<file path="src/rtl/operand_fetch.sv">
`default_nettype none
// ============================================================================
// Module      : operand_fetch
// Description : Decode/operand-read stage with writeback bypass, destination
//               scoreboard (RAW/WAW stall) and a valid/ready register to EX.
//               Optional stall counter: define OPERAND_FETCH_STALL_CNT_EN.
// Revision    : 1.0 - initial release
// ============================================================================
module operand_fetch #(
    parameter int XLEN   = 32,
    parameter int REG_AW = 5
) (
    input  logic              clk,
    input  logic              rst,
    input  logic              in_valid,
    output logic              in_ready,
    input  logic [XLEN-1:0]   in_instr,
    input  logic [XLEN-1:0]   in_pc,
    output logic [REG_AW-1:0] rf_rd_addr_1,
    output logic [REG_AW-1:0] rf_rd_addr_2,
    input  logic [XLEN-1:0]   rf_data_1,
    input  logic [XLEN-1:0]   rf_data_2,
    input  logic              wb_en,
    input  logic [REG_AW-1:0] wb_addr,
    input  logic [XLEN-1:0]   wb_data,
    input  logic              flush,
    output logic              out_valid,
    input  logic              out_ready,
    output logic [XLEN-1:0]   out_instr,
    output logic [XLEN-1:0]   out_pc,
    output logic [XLEN-1:0]   out_rs1_data,
    output logic [XLEN-1:0]   out_rs2_data,
    output logic [REG_AW-1:0] out_rd_addr,
    output logic              out_rd_wen
`ifdef OPERAND_FETCH_STALL_CNT_EN
    ,
    output logic [XLEN-1:0]   perf_stall_cnt
`endif
);

    localparam int NREG = 1 << REG_AW;
    localparam logic [NREG-1:0] ONE = NREG'(1);

    localparam logic [6:0] OP_LUI    = 7'b0110111;
    localparam logic [6:0] OP_AUIPC  = 7'b0010111;
    localparam logic [6:0] OP_JAL    = 7'b1101111;
    localparam logic [6:0] OP_JALR   = 7'b1100111;
    localparam logic [6:0] OP_BRANCH = 7'b1100011;
    localparam logic [6:0] OP_LOAD   = 7'b0000011;
    localparam logic [6:0] OP_STORE  = 7'b0100011;
    localparam logic [6:0] OP_IMM    = 7'b0010011;
    localparam logic [6:0] OP_REG    = 7'b0110011;

    logic [6:0]        opcode;
    logic [REG_AW-1:0] rd;
    logic [REG_AW-1:0] rs1;
    logic [REG_AW-1:0] rs2;
    logic              rd_used;
    logic              rs1_used;
    logic              rs2_used;
    logic              writes_rd;

    logic [NREG-1:0]   scoreboard;
    logic [NREG-1:0]   held_mask;
    logic [NREG-1:0]   wb_mask;
    logic [NREG-1:0]   set_mask;
    logic [NREG-1:0]   blocked;
    logic              hazard;
    logic              accept;
    logic              issue;
    logic [XLEN-1:0]   operand_1;
    logic [XLEN-1:0]   operand_2;

    assign opcode       = in_instr[6:0];
    assign rd           = in_instr[7 +: REG_AW];
    assign rs1          = in_instr[15 +: REG_AW];
    assign rs2          = in_instr[20 +: REG_AW];
    assign rf_rd_addr_1 = rs1;
    assign rf_rd_addr_2 = rs2;

    always_comb begin
        rd_used  = 1'b0;
        rs1_used = 1'b0;
        rs2_used = 1'b0;
        case (opcode)
            OP_LUI, OP_AUIPC, OP_JAL: rd_used = 1'b1;
            OP_JALR, OP_LOAD, OP_IMM: begin
                rd_used  = 1'b1;
                rs1_used = 1'b1;
            end
            OP_BRANCH, OP_STORE: begin
                rs1_used = 1'b1;
                rs2_used = 1'b1;
            end
            OP_REG: begin
                rd_used  = 1'b1;
                rs1_used = 1'b1;
                rs2_used = 1'b1;
            end
            default: ;
        endcase
    end

    assign writes_rd = rd_used && (rd != '0);

    // A register is unavailable if the held entry will write it, or if it is
    // pending in the scoreboard and not being written back right now.
    assign held_mask = (out_valid && out_rd_wen) ? (ONE << out_rd_addr) : '0;
    assign wb_mask   = (wb_en && (wb_addr != '0)) ? (ONE << wb_addr) : '0;
    assign blocked   = (held_mask | (scoreboard & ~wb_mask)) & ~ONE;

    assign hazard = (rs1_used  && blocked[rs1]) ||
                    (rs2_used  && blocked[rs2]) ||
                    (writes_rd && blocked[rd]);

    assign in_ready = !rst && !flush && !hazard && (!out_valid || out_ready);
    assign accept   = in_valid && in_ready;
    assign issue    = out_valid && out_ready && out_rd_wen && !flush;
    assign set_mask = issue ? (ONE << out_rd_addr) : '0;

    always_comb begin
        operand_1 = rf_data_1;
        operand_2 = rf_data_2;
        if (rs1 == '0)
            operand_1 = '0;
        else if (wb_en && (wb_addr == rs1))
            operand_1 = wb_data;
        if (rs2 == '0)
            operand_2 = '0;
        else if (wb_en && (wb_addr == rs2))
            operand_2 = wb_data;
    end

    always_ff @(posedge clk) begin
        if (rst) begin
            out_valid    <= 1'b0;
            out_instr    <= '0;
            out_pc       <= '0;
            out_rs1_data <= '0;
            out_rs2_data <= '0;
            out_rd_addr  <= '0;
            out_rd_wen   <= 1'b0;
            scoreboard   <= '0;
        end else begin
            if (accept) begin
                out_valid    <= 1'b1;
                out_instr    <= in_instr;
                out_pc       <= in_pc;
                out_rs1_data <= operand_1;
                out_rs2_data <= operand_2;
                out_rd_addr  <= writes_rd ? rd : '0;
                out_rd_wen   <= writes_rd;
            end else if (out_ready || flush) begin
                out_valid    <= 1'b0;
            end
            // Set is applied after clear so a same-cycle set wins.
            scoreboard <= (scoreboard & ~wb_mask) | set_mask;
        end
    end

`ifdef OPERAND_FETCH_STALL_CNT_EN
    always_ff @(posedge clk) begin
        if (rst)
            perf_stall_cnt <= '0;
        else if (in_valid && hazard && !flush && (perf_stall_cnt != '1))
            perf_stall_cnt <= perf_stall_cnt + 1'b1;
    end
`endif

endmodule
`default_nettype wire

</file>
<file path="config.mk">
export PLATFORM = sky130hd
export DESIGN_NAME = operand_fetch
export DESIGN_NICKNAME = d
export VERILOG_FILES = /design/src/rtl/operand_fetch.sv
export SDC_FILE = /design/constraint.sdc
export NUM_CORES = 1
export LEC_CHECK = 0
export CORE_MARGIN = 1
export CORE_UTILIZATION = 41
export CTS_CLUSTER_DIAMETER = 30
export CTS_CLUSTER_SIZE = 8
export DETAILED_ROUTE_END_ITERATION = 6
export PLACE_DENSITY = 0.88
export SLEW_MARGIN = 30
export SYNTH_ARGS = -nofsm -noshare
export SYNTH_HDL_FRONTEND = slang
export SYNTH_SLANG_ARGS = --single-unit
</file>
<file path="constraint.sdc">
create_clock -name clk -period 3.3 [get_ports clk]
set_input_delay 0.495 -clock clk [delete_from_list [all_inputs] [get_ports clk]]
set_output_delay 0.495 -clock clk [all_outputs]
set_load 0.005 [all_outputs]
</file>
==> results of run 1 <==
through the flow:
stage	instance area, sq um	TNS [ps]	util, %	hold WS [ps]
finish	14800	-796	69.7	458
global route	14800	-3880	69.7	475
CTS	14400	0	67.5	461
detailed placement	13700	-94110	64.3	451
global placement	13700	-91130	64.3	444
floorplan	9030	-9210	-	454
path summary, 6_finish.rpt:
| path | slack (ps) | endpoint | cells after the start |
|---|---|---|---|
| hold reg to reg | 460 | out_rs2_data[18] | 2 |
| setup / recovery | -40 | out_instr[2] | 13 |
| hold / removal | 460 | out_rs2_data[18] | 2 |
| setup reg to reg | 10 | out_instr[2] | 12 |
sequential cells by signal (all words and copies together) (netlist names):
| register | flops |
|---|---|
| out_instr | 32 |
| out_rd_wen | 1 |
| out_rd_addr | 5 |
| out_valid | 1 |
| out_rs1_data | 32 |
| out_pc | 32 |
| scoreboard | 31 |
| out_rs2_data | 32 |
power by group through the flow:
stage               Clock, W  Combinational, W  Sequential, W
detailed placement         0          0.000966        0.00216
CTS                  0.00192          0.000988        0.00212
floorplan                  0          0.000361        0.00216
global route         0.00201           0.00110        0.00212
finish               0.00189           0.00105        0.00211
global placement           0          0.000950        0.00216
logic make-up after synthesis:
group | count (synthesis)
buffers and inverters | 96
multiplexers | 165
AND/OR/NAND/NOR | 473
AO/OA/AOI/OAI | 163
flip-flops | 166
XOR/XNOR | 11
final cells by class:
| type | count | share of cell area (%) |
|---|---|---|
| Clock buffer | 17 | 2.87 |
| Sequential cell | 166 | 22.5 |
| Tap cell | 275 | 2.32 |
| Multi-Input combinational cell | 813 | 36.5 |
| Clock inverter | 13 | 0.784 |
| Timing Repair Buffer | 539 | 34.8 |
| Inverter | 8 | 0.202 |
worst max-delay path, stage by stage:
cell and delay (ps):
dlygate4sd2_1 310, nand2b_1 200, buf_4 170, o21ai_1 170, nand2_1 140, o311ai_4 350
a211oi_2 90, a211o_1 320, buf_4 150, or4_4 570, clkbuf_16 230, buf_16 160
mux2_4 300
layer usage:
metal / global-route usage, % / wire, um
met3: 7.36 / 3190
met4: 13.5 / 1320
met2: 54.6 / 18100
met1: 39.5 / 15300
met5: 0 / 0
layout by cell type, fill, tap and decap left out, types with 6 or more instances in the layout:
cell type        instances
clkdlybuf4s50_1        303
nand2_1                221
buf_4                  198
dfxtp_1                159
mux2_2                 116
nor2b_1                 99
a21oi_1                 75
nand3_1                 44
mux2i_1                 41
nor2_1                  27
clkbuf_16               24
o21ai_0                 21
o21ai_1                 17
nand4_1                 17
nand2b_1                 9
buf_6                    9
inv_1                    8
xor2_1                   8
buf_12                   8
mux2_4                   7
nand4b_1                 6
and3_1                   6
what timing repair did:
item | CTS | global route
setup endpoints to repair | 136 | 122
buffers inserted | 3 | 14
gates cloned | 2 | 9
pin swaps | 8 | 11
hold buffers | 0 | 0
gates resized for setup | 43 | 64
==> results.cfg, run 1 <==
[outcome]
status = finished with violations
violations = negative setup slack

[timing]
maxSlewHeadroom_pct = 40.1
rsz0062_at_grt = yes
fin_crit_sh_pct = 101
finClkSkew_ps = 16.1
final-max-slew-violation-count = 0
layout_setup_ws_ps = -42.1
fmax_ghz = 0.299
hold_viol_final = 0
setup_viol = 46
finalCriticalPeriod_ps = 3340
tightest_slew_ps = 898

[yosys]
syn-cell-area_sq_mm = 0.00900
yosys.cell_count.top_type = nand2_1
ys_top_cells_by_count = nand2_1, dfxtp_1, mux2_2
synthAdderAreaFrac_pct = 0
syn-num-nets = 1245
synth_ff_type = dfxtp_1
ys_types = 57
synth-edff-count = 0
synth-xor-area-share_pct = 1.07
synth_top_family_by_area = simple AND/OR/NAND/NOR gates
ys_warn_count = 0
synthSimpleGateAreaFrac_pct = 26.1
synth-compound-area-share_pct = 10.7
yosys-mux-area-fraction_pct = 20.3
avgSynthCellArea_sq_um = 8.38
synth_top_area_cell = dfxtp_1
synth_area_leaders = dfxtp_1, mux2_2, nand2_1
ys_ff_latch = 166
synth_top_area_share_pct = 36.9
syn_inst = 1074
yosysSeqAreaShare_pct = 36.9
async_flop_share_pct = 0

[layout]
layout.cells.non_filler = 1831
drive_above_1_share_pct = 27.5
n_antenna_cell = 0
nNetsFinal = 1716
seq_area_sq_mm = 0.00334
areaGrowthSynthToFinish_pct = 64.8
fill_cells = 1661
multi_input_area_sq_mm = 0.00541

[place]
gp_routability_congestion = 1.05
io_buffers = 316
detailed_place_hpwl_um = 27600
dp_slack_ps = -765
place_inst = 1774

[power_and_ir_drop]
netSwitchingPower_w = 0.00138
internal_power_w = 0.00367
comb_power_share_pct = 20.7
power_density_mw_per_mm2 = 340
p_seq_share_pct = 41.9
power.static_leakage_nw = 6.31
total_power_w = 0.00505
vdd_ir_drop_max_mv = 0.346
clkPwrFrac_pct = 37.4
p_sw_share_pct = 27.3

[route]
drt-pass1-iter-count = 5
vias = 10100
drc = 0
drtAntennaViolNets = 0
drt-initial-drc-count = 711
routed_wl_um = 37900
detail_route.wl_per_cell_um = 20.7
viasPerCell = 5.53

[grt]
antenna_found_initial = 0
grt_start_max_net_pins = 78
grt_usage_pct = 32.4
grt_first_pass_wirelength_um = 55400
grt_pass1_vias = 10100
overflow = 0

[run]
maxCapViolCount = 0

[floorplan]
row_count = 53
core_area_sq_mm = 0.0213
die_height_um = 150
die_area_sq_mm = 0.0226
die_x_um = 150
start_util_pct = 42.3
pin_count = 317

[worst_setup_path]
critPathLaunchType = primary input
r2r_start = out_rd_addr[3]
crit_required_ps = 3610
critPathMaxFanout = 8
crit_arrival_ps = 3660
timing.setup.critical_path_class = in2reg
end_kind = flop
critPathLaunch = wb_addr[1]

[clock_network]
clk_pin_slew_ps = 70
h-tree-depth = 4
cts_buffer_depth = 2
worstSkewPairLatency_ps = 430
numCtsBuffers = 17
tritoncts = yes
root_buffer = clkbuf_16
clkSinkCount = 166

[hold_path]
hold_start = out_rs2_data[18]
hold_class = reg2reg
No activity file was read; power rests on OpenSTA's default activity.
==> run 2: changes to the inputs <==
--- a/config.mk
+++ b/config.mk
@@ -10,6 +10,7 @@
 export CTS_CLUSTER_DIAMETER = 30
 export CTS_CLUSTER_SIZE = 8
 export DETAILED_ROUTE_END_ITERATION = 6
+export GPL_TIMING_DRIVEN = 1
 export PLACE_DENSITY = 0.88
 export SLEW_MARGIN = 30
 export SYNTH_ARGS = -nofsm -noshare
==> results of run 2 <==
Same layout as run 1: the final DEF is identical, and so are final timing and power.
==> run 3: changes to the inputs <==
--- a/config.mk
+++ b/config.mk
@@ -6,13 +6,14 @@
 export NUM_CORES = 1
 export LEC_CHECK = 0
 export CORE_MARGIN = 1
-export CORE_UTILIZATION = 41
+export CORE_UTILIZATION = 25
 export CTS_CLUSTER_DIAMETER = 30
 export CTS_CLUSTER_SIZE = 8
 export DETAILED_ROUTE_END_ITERATION = 6
+export DONT_BUFFER_PORTS = 1
 export GPL_TIMING_DRIVEN = 1
-export PLACE_DENSITY = 0.88
-export SLEW_MARGIN = 30
+export PLACE_DENSITY = 0.51
+export SLEW_MARGIN = 20
 export SYNTH_ARGS = -nofsm -noshare
 export SYNTH_HDL_FRONTEND = slang
 export SYNTH_SLANG_ARGS = --single-unit
==> run 3 against run 2 <==
Compared with the run above: the flow now finishes without violations; clock power is 16% higher; combinational power down 58%; maximum frequency increased by 4.5%; total power is 5.4% lower; sequential power is essentially flat; worst hold slack got worse by 300 ps; die area rose by 63%; clock-buffer cell count unchanged.
==> results.cfg, run 3 (synthesized netlist as in run 1, its figures left out) <==
[run]
maxCapViolCount = 0

[place]
detailed_place_hpwl_um = 24800
gp_routability_congestion = 0.994
dpl_cell_area_sq_mm = 0.0101
place_inst = 1550
io_buffers = 0
dp_slack_ps = -156

[grt]
busiest_layer = met2
grt_start_max_net_pins = 130
antenna_found_initial = 0
grt_use_met1_pct = 21.9
grt_usage_pct = 17.7
grt_use_met3_pct = 6.94
grt_first_pass_wirelength_um = 47900
grt_pass1_vias = 7725
overflow = 0
met2_usage_pct = 27.8

[worst_setup_path]
crit_required_ps = 2800
critPathMaxFanout = 6
critPathLaunchType = primary input
timing.setup.critical_path_class = in2out
crit_arrival_ps = 2700
end_kind = output pin

[timing]
final-max-slew-violation-count = 0
finClkSkew_ps = 12.6
finalCriticalPeriod_ps = 3200
layout_setup_ws_ps = 102
fmax_ghz = 0.313
setup_viol = 0
fin_crit_sh_pct = 96.9
maxSlewHeadroom_pct = 29.6
hold_viol_final = 0
tns_ps = 0
tightest_slew_ps = 1050

[clock_network]
tritoncts = yes
h-tree-depth = 4
worstSkewPairLatency_ps = 450
cts_buffer_depth = 2
root_buffer = clkbuf_16
cts_hold_buf = 0
numCtsBuffers = 17
clkSinkCount = 166
clk_pin_slew_ps = 80

[route]
drtAntennaViolNets = 0
drc = 0
vias = 8054
routed_wl_um = 33600
drt-pass1-iter-count = 5
viasPerCell = 5.08
drt-initial-drc-count = 489
detail_route.wl_per_cell_um = 21.2

[power_and_ir_drop]
p_sw_share_pct = 26.2
netSwitchingPower_w = 0.00125
power.static_leakage_nw = 4.46
vdd_ir_drop_max_mv = 0.360
comb_power_share_pct = 9.2
internal_power_w = 0.00353
clkPwrFrac_pct = 46.1
total_power_w = 0.00478
power_density_mw_per_mm2 = 438
p_seq_share_pct = 44.7

[layout]
n_antenna_cell = 0
multi_input_area_sq_mm = 0.00537
nNetsFinal = 1283
drive_above_1_share_pct = 26.4
areaGrowthSynthToFinish_pct = 21.0
fill_cells = 3743
final_common_cell = nand2_1
seq_area_sq_mm = 0.00334
layout.cells.non_filler = 1586
final_area_sq_mm = 0.0109
final_cell_mix = nand2_1, dfxtp_1, mux2_2

[floorplan]
die_x_um = 192
start_util_pct = 25.4
core_area_sq_mm = 0.0355
row_count = 69
die_height_um = 192
die_area_sq_mm = 0.0368
pin_count = 317

[outcome]
status = finished, final reports clean

[hold_path]
hold_class = in2reg
-- run 3: cell types whose count changed in the layout (fill, tap and decap cells not counted), moves of 3 or more --
cell and delta:
dlymetal6s2s_1 -5, o21ai_2 -3, bufinv_16 +3, buf_6 -9
buf_16 -4, o21ai_1 -16, clkbuf_16 -7, buf_4 -102
o21ai_0 +19, buf_12 +3, clkdlybuf4s50_1 -303
-- run 3: through the flow --
step / hold WS [ps] / util [%]
after floorplan: 454 / -
after global placement: 479 / 28.5
after detailed placement: 486 / 28.5
after CTS: 102 / 30.4
after global routing: 110 / 30.7
final: 159 / 30.7
-- run 3: worst paths after layout --
check / start / to / slack (ps) / cells after the start
setup reg to reg: out_rd_addr[1] / out_instr[14] / 150 / 12
setup / recovery: wb_addr[1] / in_ready / 100 / 11
hold / removal: rst / out_valid / 160 / 1
hold reg to reg: out_instr[9] / out_instr[9] / 490 / 2
-- run 3: power by group through the flow --
stage	Combinational, W	Clock, W	Sequential [W]
floorplan	0.000361	0	0.00216
global placement	0.000427	0	0.00219
detailed placement	0.000432	0	0.00219
CTS	0.000436	0.00228	0.00214
global route	0.000478	0.00234	0.00215
finish	0.000438	0.00220	0.00214
-- run 3: cell type report --
cell class	instances	area share, %
multi-input combinational	812	49.3
inverter	8	0.276
clock inverter	15	1.92
clock buffer	17	3.90
timing repair buffer	107	8.64
tap	461	5.29
sequential	166	30.7
-- run 3: critical path: stages --
cell and delay, ps:
nand2b_1 260, buf_4 220, o21ai_0 280, buf_4 190
a32oi_1 80, nor3_1 310, o21ai_0 210, o311a_1 160
buf_4 150, nor4_4 190, buf_4 160
-- run 3: repair_timing --
action	CTS	global route
buffers inserted	0	4
resized for setup	10	22
setup endpoints to repair	88	83
pin swaps	0	3
-- run 3: metal layers --
layer,wire length (um),vias to the layer above
li1,-,3798
met2,15400,344
met5,0,-
met3,3210,43
met4,655,0
met1,14300,3869
